--- src/rtl/mem_access_ctrl_pkg.sv ---
// Shared widths, state encoding and request record for the memory-stage access controller.
package mem_access_ctrl_pkg;

  localparam int unsigned ADDR_W = 16;
  localparam int unsigned DATA_W = 16;

  // 2'b11 is not listed; the controller decodes it as ST_ERR.
  typedef enum logic [1:0] {
    ST_IDLE = 2'b00,
    ST_WAIT = 2'b01,
    ST_ERR  = 2'b10
  } state_e;

  typedef struct packed {
    logic              wr;
    logic [ADDR_W-1:0] addr;
    logic [DATA_W-1:0] wdata;
  } req_t;

  function automatic logic is_misaligned(input logic addr_lsb, input bit check_en);
    return check_en & addr_lsb;
  endfunction

endpackage

--- src/rtl/mem_access_ctrl_wait_timer.sv ---
// Wait-state timer: clear/enable counter with a terminal-count flag at TIMEOUT_CYCLES.
// Registered count, combinational flag; enable is ignored at terminal count so the count never wraps.
module wait_timer
  import mem_access_ctrl_pkg::*;
#(
  parameter int unsigned TIMEOUT_CYCLES = 15
) (
  input  logic clk,
  input  logic rst,
  input  logic clr_i,
  input  logic en_i,
  output logic tc_o
);

  localparam int unsigned      CNT_W  = $clog2(TIMEOUT_CYCLES + 1);
  localparam logic [CNT_W-1:0] TC_VAL = CNT_W'(TIMEOUT_CYCLES);

  logic [CNT_W-1:0] cnt_q;
  logic [CNT_W-1:0] cnt_d;

  assign tc_o = (cnt_q == TC_VAL);

  always_comb begin
    cnt_d = cnt_q;
    if (clr_i) begin
      cnt_d = '0;
    end else if (en_i && !tc_o) begin
      cnt_d = cnt_q + CNT_W'(1);
    end
  end

  always_ff @(posedge clk or posedge rst) begin
    if (rst) begin
      cnt_q <= '0;
    end else begin
      cnt_q <= cnt_d;
    end
  end

endmodule

--- src/rtl/mem_access_ctrl.sv ---
// Memory-stage access controller: issues EX/MEM loads/stores to a stalling data memory.
// Hits complete in the request cycle; misses hold stall_pipe until mem_done; misalign/timeout go to a sticky error.
module mem_access_ctrl
  import mem_access_ctrl_pkg::*;
#(
  parameter int unsigned TIMEOUT_CYCLES = 15,
  parameter bit          ALIGN_CHECK    = 1'b1
) (
  input  logic              clk,
  input  logic              rst,
  input  logic              exm_valid,
  input  logic              exm_mem_read,
  input  logic              exm_mem_write,
  input  logic [ADDR_W-1:0] exm_addr,
  input  logic [DATA_W-1:0] exm_wdata,
  input  logic              exm_halt,
  output logic              mem_req,
  output logic              mem_wr,
  output logic [ADDR_W-1:0] mem_addr,
  output logic [DATA_W-1:0] mem_wdata,
  input  logic [DATA_W-1:0] mem_rdata,
  input  logic              mem_done,
  output logic              stall_pipe,
  output logic              wb_valid,
  output logic [DATA_W-1:0] wb_rdata,
  output logic              err,
  output logic              halt_out
);

  state_e state_q, state_d;
  req_t   req_q, req_d;
  logic   err_q, err_d;

  logic tmr_clr, tmr_en, tmr_tc;

  logic access;
  logic misaligned;

  logic              mem_req_c, mem_wr_c, stall_c, wb_valid_c, halt_c;
  logic [ADDR_W-1:0] mem_addr_c;
  logic [DATA_W-1:0] mem_wdata_c, wb_rdata_c;

  assign access     = exm_valid & (exm_mem_read | exm_mem_write);
  assign misaligned = is_misaligned(exm_addr[0], ALIGN_CHECK);

  // The timer also counts the missed request cycle, so in WAIT cycle k it holds k.
  wait_timer #(
    .TIMEOUT_CYCLES(TIMEOUT_CYCLES)
  ) u_wait_timer (
    .clk  (clk),
    .rst  (rst),
    .clr_i(tmr_clr),
    .en_i (tmr_en),
    .tc_o (tmr_tc)
  );

  always_comb begin
    state_d     = state_q;
    req_d       = req_q;
    err_d       = err_q;
    tmr_clr     = 1'b0;
    tmr_en      = 1'b0;
    mem_req_c   = 1'b0;
    mem_wr_c    = 1'b0;
    mem_addr_c  = '0;
    mem_wdata_c = '0;
    stall_c     = 1'b0;
    wb_valid_c  = 1'b0;
    wb_rdata_c  = '0;
    halt_c      = 1'b0;

    case (state_q)
      ST_IDLE: begin
        halt_c = exm_valid & exm_halt;
        if (access) begin
          if (misaligned) begin
            err_d   = 1'b1;
            state_d = ST_ERR;
          end else begin
            mem_req_c   = 1'b1;
            mem_wr_c    = exm_mem_write;
            mem_addr_c  = exm_addr;
            mem_wdata_c = exm_wdata;
            req_d       = '{wr: exm_mem_write, addr: exm_addr, wdata: exm_wdata};
            if (mem_done) begin
              wb_valid_c = 1'b1;
              wb_rdata_c = exm_mem_write ? '0 : mem_rdata;
              tmr_clr    = 1'b1;
            end else begin
              stall_c = 1'b1;
              tmr_en  = 1'b1;
              state_d = ST_WAIT;
            end
          end
        end
      end

      ST_WAIT: begin
        mem_wr_c    = req_q.wr;
        mem_addr_c  = req_q.addr;
        mem_wdata_c = req_q.wdata;
        // A completion in the timeout cycle still counts as a completion.
        if (mem_done) begin
          wb_valid_c = 1'b1;
          wb_rdata_c = req_q.wr ? '0 : mem_rdata;
          tmr_clr    = 1'b1;
          state_d    = ST_IDLE;
        end else if (tmr_tc) begin
          err_d   = 1'b1;
          state_d = ST_ERR;
        end else begin
          stall_c = 1'b1;
          tmr_en  = 1'b1;
        end
      end

      default: begin
        halt_c  = 1'b1;
        err_d   = 1'b1;
        state_d = ST_ERR;
      end
    endcase
  end

  always_ff @(posedge clk or posedge rst) begin
    if (rst) begin
      state_q <= ST_IDLE;
      req_q   <= '0;
      err_q   <= 1'b0;
    end else begin
      state_q <= state_d;
      req_q   <= req_d;
      err_q   <= err_d;
    end
  end

  // Outputs are forced low while rst is high, so a live EX/MEM slot cannot strobe memory during reset.
  assign mem_req    = mem_req_c & ~rst;
  assign mem_wr     = mem_wr_c & ~rst;
  assign mem_addr   = rst ? '0 : mem_addr_c;
  assign mem_wdata  = rst ? '0 : mem_wdata_c;
  assign stall_pipe = stall_c & ~rst;
  assign wb_valid   = wb_valid_c & ~rst;
  assign wb_rdata   = rst ? '0 : wb_rdata_c;
  assign halt_out   = halt_c & ~rst;
  assign err        = err_q;

endmodule

--- config.mk ---
export PLATFORM = sky130hd
export DESIGN_NAME = mem_access_ctrl
export DESIGN_NICKNAME = d
export VERILOG_FILES = /design/src/rtl/mem_access_ctrl_pkg.sv /design/src/rtl/mem_access_ctrl_wait_timer.sv /design/src/rtl/mem_access_ctrl.sv
export SDC_FILE = /design/constraint.sdc
export NUM_CORES = 1
export LEC_CHECK = 0
export CELL_PAD_IN_SITES_DETAIL_PLACEMENT = 1
export CELL_PAD_IN_SITES_GLOBAL_PLACEMENT = 2
export CORE_MARGIN = 8
export CORE_UTILIZATION = 23
export CTS_BUF_LIST = sky130_fd_sc_hd__clkbuf_4
export CTS_CLUSTER_DIAMETER = 120
export DETAILED_ROUTE_END_ITERATION = 6
export PLACE_DENSITY_LB_ADDON = 0.1
export SLEW_MARGIN = 20
export SYNTH_ARGS = -nofsm -noshare
export SYNTH_HDL_FRONTEND = slang
export SYNTH_SLANG_ARGS = --single-unit
--- constraint.sdc ---
create_clock -name clk -period 3.4 [get_ports clk]
set_input_delay 0.34 -clock clk [delete_from_list [all_inputs] [get_ports clk]]
set_output_delay 0.34 -clock clk [all_outputs]
set_load 0.02 [all_outputs]
## After elaboration in Yosys (flattened, before gate mapping)

Cells that the tools add are included.

- Output and inout port bits: 54
- Logic and storage cells: 78
- Bits of input ports: 55
- Register bits: 39

- $add $sub $neg: 1
- Reductions and logical operators: 7
- Muxes and demuxes: 46
- Bitwise operators: 10
- Equal/unequal tests: 8

Operators with widths:

| operator | count |
|---|---|
| $mux 16 | 13 |
| $pmux 16 s2 | 3 |
| $mux 1 | 17 |
| $mux 2 | 5 |
| $pmux 1 s2 | 5 |
| $mux 4 | 2 |
| $and 1x1->1 | 7 |
| $ne 2x2->1 const B | 3 |
| $reduce_and 3->1 | 2 |
| $add 4x1->4 const B | 1 |
| $eq 4x4->1 const B | 1 |
| $pmux 2 s2 | 1 |
| $reduce_and 4->1 | 1 |
| $ne 3x2->1 const B | 1 |
| $ne 3x3->1 const B | 1 |
| $eq 2x1->1 const B | 1 |
| $logic_not 2->1 | 1 |
| $ne 2x1->1 const B | 1 |
| $not 1->1 | 2 |
| $reduce_bool 2->1 | 1 |
| $logic_and 1x1->1 | 1 |
| $logic_not 1->1 | 1 |
| $or 1x1->1 | 1 |

## Logic depth before layout (Yosys ltp)

Gate-level depths: netlist (run 1).

- Depth in word-level cells: 7
- Mapped depth: 7
- Depth with buffers taken out: 4

## Hierarchy

Synthesis (run 1) repeated with hierarchy kept, for this count alone.

- Cell total of the unflattened synthesis: 280
- Area, all modules: 2222.1 um2

By module, submodules not included:

| module | times used | area an instance (um2) | seq. area each (um2) | cells each |
|---|---|---|---|---|
| mem_access_ctrl | 1 | 1989.4 | 875.8 | 259 |
| wait_timer | 1 | 232.7 | 100.1 | 21 |

## Worst setup path after synthesis (run 1)

Ideal clock, no wire load.

- Path kind: input port to output port
- From: input port rst
- To: output port mem_addr[10]
- Slack: 997 ps
- Arrival time: 2063 ps
- Buffers on the path: 1
- Stages: 4
- Required time: 3060 ps
- Path through: inv_1 nand2_1 clkbuf_1 a21oi_1

- Cells in the longest elaborated chain, start to end: 1

Ends and longest elaborated chain:

| item | RTL line | text |
|---|---|---|
| from (decl) | mem_access_ctrl.sv:10 | `input logic rst,` |
| $mux 16 | mem_access_ctrl.sv:140 | `assign mem_addr = rst ? '0 : mem_addr_c;` |
| to (decl) | mem_access_ctrl.sv:19 | `output logic [ADDR_W-1:0] mem_addr,` |

No other way between the ends.

## Final worst setup path (run 1)

- From: register state_q[1]
- To: output port mem_wdata[6]

- Cells in the longest elaborated chain, start to end: 3
- Elaborated cells on any way between the ends: 4
- Classes of those cells: eq/ne (1); mux (2); reduce/logical (1)

Ends and longest elaborated chain:

| item | RTL line | text |
|---|---|---|
| from (decl) | mem_access_ctrl.sv:30 | `state_e state_q, state_d;` |
| from (signal assigned) | mem_access_ctrl.sv:131 | `state_q <= state_d;` |
| $eq 2x1->1 or $logic_not 2->1 (tied branches) | mem_access_ctrl.sv:72 | `case (state_q)` |
| $pmux 16 s2 * | mem_access_ctrl.sv:72 |  |
| $mux 16 * | mem_access_ctrl.sv:141 | `assign mem_wdata = rst ? '0 : mem_wdata_c;` |
| to (decl) | mem_access_ctrl.sv:20 | `output logic [DATA_W-1:0] mem_wdata,` |

Every way passes the cells marked *; elsewhere a longest branch is shown, timed or not.

==> summary.md, run 1 <==
| Metric | Value |
|---|---|
| Number of buffers on the longest clock path | 2 |
| TritonCTS clock tree | done |
| Setup clock skew after layout | 17.28 ps |
| Total iterations of the first detailed-routing run | 4 |
| Crit path DAT | 2750 ps |
| Switch share | 0.2336 |
| Commonest cells after routing, fill and taps aside | sky130_fd_sc_hd__nand2_1, sky130_fd_sc_hd__clkdlybuf4s50_1, sky130_fd_sc_hd__dfrtp_1 |
| Max-slew violation count | 0 |
| Count of input and output buffers | 107 |
| Post-DR wirelength/cell | 15.58 um |
| Number of storage elements in the synthesis netlist | 39 |
| Warnings from Yosys | 0 |
| Root buffer cell | sky130_fd_sc_hd__clkbuf_4 |
| Total Power Consumption | 0.9093 mW |
| Total number of vias | 2241 |
| CTS clk-pin slew, worst paths | 130 ps |
| Critical path endpoint category | primary output |
| GPL Wtd Cong | 0.7360 |
| Final worst path period share | 0.9080 |
| Required time of the critical path | 3060 ps |
| Detailed-route wire length | 7743 um |
| Pwr dens | 268.8 mW/mm^2 |
| Initial Utilization | 0.2361 |
| Crit start category | flip-flop |
| Worst skew pair latency | 350 ps |
| # Max-Cap Violations | 0 |
| Top achievable clock speed | 323.9 MHz |
| Via density | 4.509 |
| Nets in the synthesized netlist | 338 |
| Number of design rule violations left after detail routing | 0 |
| Origin of the worst setup path | state_q[1] |
| # H-tree levels | 2 |
| Sequence of cells on the critical path | or4b_4 -> nor2_4 -> buf_4 -> nand2_1 -> a21oi_1 -> clkdlybuf4s50_1 |
| Internal portion of total power | 0.6969 mW |
| Min cycle time layout | 3087 ps |
| Synth-to-Final Area Change | 55.85% |
| Hold path startpoint | req_q[8] |
| Startpoint of the worst register-to-register path | state_q[1] |
| Count of flip-flops with a built-in enable after synthesis | 0 |
| Switching pwr | 0.2124 mW |
| Total leakage power | 1.439 nW |
| Most used routing layer | met2 |
| Violation count after the first detailed-routing iteration | 61 |
| Slew margin rel. | 0.6534 |
| Maximum net fanout on the critical path | 17 |
| Number of antenna cells inserted | 0 |
| Proportion of power drawn by the clock network | 0.359 |
| Number of buffers inserted by hold repair at cts | 0 |
| Final nets | 441 |
| Share of post-route cells with drive strength above 1 | 0.06477 |
| Unrepaired setup endpoints after global routing | no |
| Die boundary width | 113.2 um |
| Primary flip-flop cell chosen by synthesis mapping | sky130_fd_sc_hd__dfrtp_1 |
| Number of clock sinks | 39 |
| Combinational fraction of design power | 0.109 |
| Number of post-CTS setup repair buffers | 0 |
| Classification of the worst-slack hold path | flip-flop to flip-flop |
| Number of gates resized after CTS | 0 |
| Post-synthesis cell area | 0.002171 mm^2 |
| Grt met3 use | 0.03940 |
| GR Util met1 | 0.1498 |
| Share of power burned in registers | 0.532 |
| Post-synthesis average cell area | 7.698 um^2 |
| Synthesized instance count | 282 |
| Portion of the post-synthesis area used by sequential elements | 0.4496 |
| Maximum ir drop on the vdd rail | 151.5 uV |
| Via count of the first global-routing pass | 2398 |
| Maximum number of pins on one net before global-route repair | 40 |
| Critical Path Max Stage Delay | 640 ps |
| Critical-path cell with the highest stage delay | sky130_fd_sc_hd__clkdlybuf4s50_1 |
| Most common library cell in the layout ignoring fill and taps | sky130_fd_sc_hd__nand2_1 |
| Half-perimeter wire length after placement | 5716 um |
| Slew of the pin with the lowest slew margin | 520.0 ps |
| Overall fraction of global-route tracks in use | 0.1202 |
| Number of cell rows | 35 |
| Worst Path Buf+Inv | 2 |
| Count of pins on the block boundary | 109 |
| Die boundary height | 113.2 um |
| Antenna violation net count after detailed routing | 0 |
| Post-synthesis cell type count | 32 |
| Delay-heaviest family, CP | buffers and inverters |
| Count of endpoints failing setup in the final report | 0 |
| Placeable core region | 0.009196 mm^2 |
| Global-route track usage on met2 | 0.1933 |
| Share of synthesized registers carrying an async set or reset | 1.000 |
| Total Neg Setup Slack | 0 ps |
| Result of the run | finished clean |
| Final Hold Vio Count | 0 |
| GRT overflow | 0 |
| CTS buffer count | 5 |
| Number of antenna violations at the first check in global routing | 0 |
| Global-route wire length before repair | 12440 um |
| Crit Path Class | flip-flop to primary output |
| Die area | 0.01280 mm^2 |
[power groups by stage]
stage,Sequential (mW),Combinational (mW),Clock [mW]
after floorplan,0.491,0.0281,0
after global placement,0.492,0.100,0
after detailed placement,0.493,0.101,0
after CTS,0.484,0.101,0.340
after global routing,0.486,0.109,0.358
final,0.484,0.0992,0.326
[area by class of cell]
class	count	area, um^2
clock inverters	3	43.79
inverters	4	15.01
repair buffers	114	1124
fillers	1132	5813
multi-input cells	221	1049
clock buffers	5	37.54
well taps	111	138.9
flip-flops and latches	39	975.9
[state kept, by name, indices dropped and copies added (netlist names)]
| name | cells |
|---|---|
| req_q | 32 |
| state_q | 2 |
| err | 1 |
| u_wait_timer.cnt_q | 4 |
[stage by stage]
step / util / hold slack (ps) / instances / setup slack (ps) / cell area (um^2)
floorplan: - / 444.1 / 282 / 996.8 / 2171
global placement: 0.3590 / 457.9 / 489 / 382.9 / 3302
detailed placement: 0.3590 / 466.6 / 489 / 374.2 / 3302
CTS: 0.3679 / 497.8 / 497 / 256.2 / 3383
global route: 0.3679 / 510.1 / 497 / 142.2 / 3383
finish: 0.3679 / 491.5 / 497 / 312.7 / 3383
[cells in the mapped netlist, types with 2 or more instances]
cell type                    n  area share
sky130_fd_sc_hd__dfrtp_1    39        0.45
sky130_fd_sc_hd__nand2_1   128        0.22
sky130_fd_sc_hd__o21ai_0     3      0.0069
sky130_fd_sc_hd__nand2b_1    3      0.0086
sky130_fd_sc_hd__a31oi_1     2      0.0058
sky130_fd_sc_hd__and3_1      3      0.0086
sky130_fd_sc_hd__a21oi_1    36       0.083
sky130_fd_sc_hd__buf_6       7       0.036
sky130_fd_sc_hd__o21bai_1    2      0.0069
sky130_fd_sc_hd__nand3_1     3      0.0069
sky130_fd_sc_hd__and2_1     16       0.046
sky130_fd_sc_hd__nor3_1      2      0.0046
sky130_fd_sc_hd__inv_1       4      0.0069
sky130_fd_sc_hd__buf_4       3       0.010
sky130_fd_sc_hd__clkbuf_1    8       0.014
sky130_fd_sc_hd__nor2_1      4      0.0069
sky130_fd_sc_hd__nand3b_1    4       0.014
[cell families (layout without fill, tap and decap cells)]
kind of cell	Yosys count	after routing	share of synthesized area
buffers and inverters	22	126	0.06743
other	1	1	0.001727
AOI/OAI and AO/OA	47	47	0.1222
and+or+nand+nor	172	172	0.3533
adders and majority gates	1	1	0.005763
DFF	39	39	0.4496
[routing by layer]
layer  part of all wire  routed length [um]
met2               0.43                3326
met1               0.49                3800
met4              0.011                  82
met5                  0                   0
met3              0.069                 533
[worst paths after layout]
check	end	slack, ps	depth (start not counted)
worst max-delay path	mem_wdata[6]	310	6
worst min-delay path	req_q[8]	490	2
worst max register to register	req_q[9]	1510	5
worst min register to register	req_q[8]	490	2
max in group asynchronous	req_q[32]	2460	3
min in group asynchronous	req_q[15]	570	3
[tightest hold or removal path, cell delays in order (launching register included)]
cell and delay [ps]:
sky130_fd_sc_hd__dfrtp_1 360, sky130_fd_sc_hd__nand2_1 50, sky130_fd_sc_hd__nand2_1 60
Note: power is estimated with default switching activity, not from simulation.
==> inputs of run 2 (changes only) <==
Settings changed: PLACE_DENSITY_LB_ADDON 0.1 to 0.08.
==> run 2 against run 1 <==
Via count is 0.27% lower. Clock skew grew 5.2 ps. Critical path depth unchanged. Register-to-register slack is essentially flat. Routed wire length rose by 1.8%. Combinational power rose by 0.6%. Sequential power hardly changed. Non-clock buffer count decreased by 2. Global-route usage grew 0.16 points. First-iteration DRC count shrank 9.8%. Cell area down 0.55%. Largest power group unchanged.
==> summary.md, run 2 (synthesized netlist as in run 1, its figures left out) <==
| Metric | Value |
|---|---|
| Result of the run | finished clean (unchanged) |
| Sequence of cells on the critical path | or4b_4 -> nor2_4 -> buf_12 -> nand2_1 -> a21oi_1 -> clkdlybuf4s50_1 (was or4b_4 -> nor2_4 -> buf_4 -> nand2_1 -> a21oi_1 -> clkdlybuf4s50_1) |
| Number of gates resized after CTS | 0 (unchanged) |
| Global-route wire length before repair | 12500 um (was 12440 um) |
| Number of cell rows | 35 (unchanged) |
| GPL Wtd Cong | 0.7426 (was 0.7360) |
| Number of buffers inserted by hold repair at cts | 0 (unchanged) |
| Maximum net fanout on the critical path | 34 (was 17) |
| Critical-path cell with the highest stage delay | sky130_fd_sc_hd__clkdlybuf4s50_1 (unchanged) |
| Commonest cells after routing, fill and taps aside | sky130_fd_sc_hd__nand2_1, sky130_fd_sc_hd__clkdlybuf4s50_1, sky130_fd_sc_hd__dfrtp_1 (unchanged) |
| Slew of the pin with the lowest slew margin | 534.3 ps (was 520.0 ps) |
| Number of clock sinks | 39 (unchanged) |
| # Max-Cap Violations | 0 (unchanged) |
| Multi-input gate area | 0.001049 mm^2 (unchanged) |
| Final worst path period share | 0.8907 (was 0.9080) |
| Via count of the first global-routing pass | 2402 (was 2398) |
| Total number of vias | 2235 (was 2241) |
| Total iterations of the first detailed-routing run | 4 (unchanged) |
| Total Power Consumption | 0.8180 mW (was 0.9093 mW) |
| Min cycle time layout | 3028 ps (was 3087 ps) |
| Total leakage power | 1.417 nW (was 1.439 nW) |
| Setup clock skew after layout | 22.45 ps (was 17.28 ps) |
| Critical Path Max Stage Delay | 640 ps (about the same) |
| Unrepaired setup endpoints after global routing | no (unchanged) |
| Crit path DAT | 2690 ps (was 2750 ps) |
| Count of input and output buffers | 107 (unchanged) |
| Overall fraction of global-route tracks in use | 0.1218 (was 0.1202) |
| Antenna violation net count after detailed routing | 0 (unchanged) |
| Maximum ir drop on the vdd rail | 145.7 uV (was 151.5 uV) |
| Initial Utilization | 0.2361 (unchanged) |
| Die boundary width | 113.2 um (unchanged) |
| Number of antenna violations at the first check in global routing | 0 (unchanged) |
| Slew margin rel. | 0.6438 (was 0.6534) |
| Maximum number of pins on one net before global-route repair | 40 (unchanged) |
| Most common library cell in the layout ignoring fill and taps | sky130_fd_sc_hd__nand2_1 (unchanged) |
| Detailed-route wire length | 7880 um (was 7743 um) |
| Root buffer cell | sky130_fd_sc_hd__clkbuf_4 (unchanged) |
| Die boundary height | 113.2 um (unchanged) |
| GRT overflow | 0 (unchanged) |
| Classification of the worst-slack hold path | flip-flop to flip-flop (unchanged) |
| Number of buffers on the longest clock path | 2 (unchanged) |
| Most flop-heavy register | req_q (unchanged) |
| Number of design rule violations left after detail routing | 0 (unchanged) |
| Number of post-CTS setup repair buffers | 0 (unchanged) |
| Flip-flop count of the largest register, all copies and words added | 32 (unchanged) |
| Total Neg Setup Slack | 0 ps (unchanged) |
| Post-route core utilization | 0.3659 (was 0.3679) |
| Crit start category | flip-flop (unchanged) |
| Max-slew violation count | 0 (unchanged) |
| Final nets | 439 (was 441) |
| Required time of the critical path | 3060 ps (about the same) |
| Largest regs | req_q x32, u_wait_timer.cnt_q x4, state_q x2 (unchanged) |
| Violation count after the first detailed-routing iteration | 55 (was 61) |
| Half-perimeter wire length after placement | 5660 um (was 5716 um) |
| Top achievable clock speed | 330.2 MHz (was 323.9 MHz) |
| Footprint of the flip-flops and latches | 975.9 um^2 (unchanged) |
| Synth-to-Final Area Change | 54.99% (was 55.85%) |
| Final Hold Vio Count | 0 (unchanged) |
| Fillcell total | 1138 (was 1132) |
| Critical path endpoint category | primary output (unchanged) |
| Reg-to-reg slack, setup | 1510 ps (about the same) |
| Die area | 0.01280 mm^2 (unchanged) |
| Share of post-route cells with drive strength above 1 | 0.05208 (was 0.06477) |
| Count of endpoints failing setup in the final report | 0 (unchanged) |
| Crit Path Class | flip-flop to primary output (unchanged) |
| Via density | 4.515 (was 4.509) |
| Pwr dens | 243.1 mW/mm^2 (was 268.8 mW/mm^2) |
| CTS buffer count | 5 (unchanged) |
| Worst skew pair latency | 350 ps (about the same) |
| Placeable core region | 0.009196 mm^2 (unchanged) |
| TritonCTS clock tree | done (unchanged) |
| Count of pins on the block boundary | 109 (unchanged) |
| CTS clk-pin slew, worst paths | 120 ps (was 130 ps) |
| # H-tree levels | 2 (unchanged) |
| Post-DR wirelength/cell | 15.92 um (was 15.58 um) |
| Number of antenna cells inserted | 0 (unchanged) |
==> run 2: layout make-up <==
type / count / area share
inverters: 4 / 0.004463
clock buffers: 5 / 0.01116
multi-input cells: 221 / 0.3116
flip-flops and latches: 39 / 0.2901
well taps: 111 / 0.04128
repair buffers: 112 / 0.3369
clock inverters: 3 / 0.004463
==> run 2: final timing paths <==
kind / from / end / cells after the start
min in group asynchronous: rst / req_q[13] / 3
setup / recovery: state_q[1] / mem_wdata[6] / 6
hold reg to reg: req_q[0] / req_q[0] / 2
max in group asynchronous: rst / u_wait_timer.cnt_q[2] / 3
setup reg to reg: state_q[1] / req_q[26] / 5
hold / removal: req_q[0] / req_q[0] / 2
==> run 2: layer usage <==
layer	GRT usage	vias up	share of wire
met4	0.03197	0	0.0099
met2	0.1964	80	0.43
met1	0.1527	1044	0.49
met3	0.03940	5	0.067
li1	-	1106	-
met5	0	-	0
==> run 2: critical path, delay by kind of cell (launching register included) <==
kind | cells | cell delay, ps
flops | 1 | 500
simple gates | 3 | 830
compound gates | 1 | 170
buf+inv | 2 | 850
==> run 2: through the flow <==
step	instances	instance area (um^2)	worst slack [ps]	hold slack (ps)
floorplan	282	2171	996.8	444.1
global placement	487	3312	453.9	457.2
detailed placement	487	3312	431.0	465.2
CTS	495	3364	343.1	495.2
global route	495	3364	245.8	511.4
finish	495	3364	371.6	490.5
==> run 2: power by group <==
| part | internal, mW | leakage [nW] | total (mW) | switching, mW |
|---|---|---|---|---|
| Clock | 0.0760 | 0.0263 | 0.234 | 0.158 |
| Combinational | 0.0648 | 0.873 | 0.0998 | 0.0349 |
| Sequential | 0.477 | 0.518 | 0.484 | 0.00688 |
==> inputs of run 3 (changes only) <==
Settings changed: CORE_ASPECT_RATIO set to 1.5.
==> run 3 against run 2 <==
Maximum frequency fell by 2.2%. Clock-buffer cell count did not move. Highest routed layer unchanged. Non-clock buffer count rose by 2. Critical path type unchanged.
==> summary.md, run 3 (synthesized netlist as in run 1, its figures left out) <==
| Metric | Value |
|---|---|
| Cell total after placement | 490 (was 487) |
| Die area | 0.01287 mm^2 (was 0.01280 mm^2) |
| Half-perimeter wire length after placement | 6084 um (was 5660 um) |
| GR Util met1 | 0.1440 (was 0.1527) |
| Share of post-route cells with drive strength above 1 | 0.05974 (was 0.05208) |
| Root buffer cell | sky130_fd_sc_hd__clkbuf_4 (unchanged) |
| Post-DR wirelength/cell | 16.28 um (was 15.92 um) |
| Number of post-CTS setup repair buffers | 0 (unchanged) |
| Total Neg Setup Slack | 0 ps (unchanged) |
| Number of design rule violations left after detail routing | 0 (unchanged) |
| Antenna violation net count after detailed routing | 0 (unchanged) |
| Result of the run | finished clean (unchanged) |
| Total Power Consumption | 0.8114 mW (was 0.8180 mW) |
| Final nets | 441 (was 439) |
| Initial Utilization | 0.2360 (was 0.2361) |
| Switching pwr | 0.1962 mW (was 0.2000 mW) |
| Most used routing layer | met2 (unchanged) |
| Detailed-route wire length | 8109 um (was 7880 um) |
| GPL Wtd Cong | 0.7591 (was 0.7426) |
| Commonest cells after routing, fill and taps aside | sky130_fd_sc_hd__nand2_1, sky130_fd_sc_hd__clkdlybuf4s50_1, sky130_fd_sc_hd__dfrtp_1 (unchanged) |
| Via count of the first global-routing pass | 2526 (was 2402) |
| # Max-Cap Violations | 0 (unchanged) |
| Maximum net fanout on the critical path | 20 (was 34) |
| # H-tree levels | 2 (unchanged) |
| Slew of the pin with the lowest slew margin | 533.6 ps (was 534.3 ps) |
| Post-route setup slack | 304.0 ps (was 371.6 ps) |
| Post-route insts no fill | 498 (was 495) |
| Proportion of power drawn by the clock network | 0.282 (was 0.286) |
| Required time of the critical path | 3060 ps (about the same) |
| Total number of vias | 2293 (was 2235) |
| Number of cell rows | 43 (was 35) |
| Switch share | 0.2418 (was 0.2445) |
| Pwr dens | 242.1 mW/mm^2 (was 243.1 mW/mm^2) |
| Global-route wire length before repair | 13190 um (was 12500 um) |
| Most common library cell in the layout ignoring fill and taps | sky130_fd_sc_hd__nand2_1 (unchanged) |
| TritonCTS clock tree | done (unchanged) |
| Count of pins on the block boundary | 109 (unchanged) |
| Total iterations of the first detailed-routing run | 4 (unchanged) |
| Instance area at placement | 0.003303 mm^2 (was 0.003312 mm^2) |
| Grt met3 use | 0.03167 (was 0.03940) |
| Worst skew pair latency | 360 ps (was 350 ps) |
| Flip-flop count of the largest register, all copies and words added | 32 (unchanged) |
| Most flop-heavy register | req_q (unchanged) |
| CTS buffer count | 5 (unchanged) |
| Final worst path period share | 0.9106 (was 0.8907) |
| Number of antenna violations at the first check in global routing | 1 (was 0) |
| Number of gates resized after CTS | 0 (unchanged) |
| Maximum ir drop on the vdd rail | 173.8 uV (was 145.7 uV) |
| Critical path endpoint category | primary output (unchanged) |
| Number of clock sinks | 39 (unchanged) |
| Slew margin rel. | 0.6443 (was 0.6438) |
| Number of buffers inserted by hold repair at cts | 0 (unchanged) |
| Die boundary height | 135.0 um (was 113.2 um) |
| Crit Path Class | flip-flop to primary output (unchanged) |
| Maximum number of pins on one net before global-route repair | 40 (unchanged) |
| Synth-to-Final Area Change | 54.41% (was 54.99%) |
| Crit start category | flip-flop (unchanged) |
| Fillcell total | 1139 (was 1138) |
| Max-slew violation count | 0 (unchanged) |
| Top achievable clock speed | 323.0 MHz (was 330.2 MHz) |
| Unrepaired setup endpoints after global routing | no (unchanged) |
| Total leakage power | 1.423 nW (was 1.417 nW) |
| Final instance area | 0.003352 mm^2 (was 0.003364 mm^2) |
| Setup clock skew after layout | 9.229 ps (was 22.45 ps) |
| Largest regs | req_q x32, u_wait_timer.cnt_q x4, state_q x2 (unchanged) |
| GRT overflow | 0 (unchanged) |
| Placeable core region | 0.009200 mm^2 (was 0.009196 mm^2) |
| Number of buffers on the longest clock path | 2 (unchanged) |
| Classification of the worst-slack hold path | flip-flop to flip-flop (unchanged) |
| Overall fraction of global-route tracks in use | 0.1309 (was 0.1218) |
| Violation count after the first detailed-routing iteration | 52 (was 55) |
| Count of input and output buffers | 107 (unchanged) |
| Final Hold Vio Count | 0 (unchanged) |
| Internal portion of total power | 0.6152 mW (was 0.6180 mW) |
| Min cycle time layout | 3096 ps (was 3028 ps) |
| Combinational fraction of design power | 0.122 (about the same) |
| Die boundary width | 95.33 um (was 113.2 um) |
| Dpl ws | 331.3 ps (was 431.0 ps) |
| Via density | 4.604 (was 4.515) |
| Crit path DAT | 2760 ps (was 2690 ps) |
| Share of power burned in registers | 0.596 (was 0.592) |
| Global-route track usage on met2 | 0.2342 (was 0.1964) |
| CTS clk-pin slew, worst paths | 120 ps (about the same) |
| Count of endpoints failing setup in the final report | 0 (unchanged) |
run 3: cell count changes in the layout (fill, tap and decap cells not counted), sizes merged:
cell,change
buf,+2
clkinv,-1
clkinvlp,-1
diode,+1
inv,+1
run 3: area by class of cell:
cell class              instances  area, um^2  share of cell area
flip-flops and latches         39       975.9              0.2912
clock buffers                   5       37.54             0.01120
clock inverters                 2       8.758            0.002613
well taps                     112       140.1             0.04181
multi-input cells             221        1049              0.3128
inverters                       4       15.01            0.004479
repair buffers                114        1124              0.3352
diodes                          1       2.502           0.0007465
run 3: worst paths after layout:
| check | start | to | slack, ps | cells past startpoint |
|---|---|---|---|---|
| hold reg to reg | err | err | 490 | 1 |
| max in group asynchronous | rst | req_q[15] | 2490 | 3 |
| min in group asynchronous | rst | state_q[0] | 540 | 3 |
| setup reg to reg | state_q[1] | req_q[21] | 1490 | 5 |
| setup / recovery | state_q[1] | mem_wdata[14] | 300 | 6 |
| hold / removal | err | err | 490 | 1 |
run 3: layer usage:
metal | up-vias | wire, um
li1 | 1105 | -
met1 | 1105 | 3121
met2 | 76 | 4199
met3 | 7 | 674
met4 | 0 | 113
met5 | - | 0
run 3: power groups by stage:
stage | Combinational, mW | Sequential [mW] | Clock [mW]
floorplan | 0.0281 | 0.491 | 0
global placement | 0.101 | 0.492 | 0
detailed placement | 0.100 | 0.493 | 0
CTS | 0.101 | 0.484 | 0.250
global route | 0.109 | 0.486 | 0.265
finish | 0.0990 | 0.484 | 0.228
run 3: stage by stage:
| stage | hold slack (ps) | utilization |
|---|---|---|
| CTS | 494.4 | 0.3641 |
| detailed placement | 462.3 | 0.3590 |
| global placement | 455.6 | 0.3590 |
| floorplan | 444.1 | - |
| global route | 515.3 | 0.3643 |
| finish | 487.1 | 0.3643 |
run 3: worst max-delay path, cell delays in order, from the launching register on:
cell and delay [ps]:
sky130_fd_sc_hd__dfrtp_1 490, sky130_fd_sc_hd__or4b_4 600, sky130_fd_sc_hd__nor2_4 110, sky130_fd_sc_hd__buf_4 260, sky130_fd_sc_hd__nand2_1 120, sky130_fd_sc_hd__a21oi_1 160
sky130_fd_sc_hd__clkdlybuf4s50_1 650
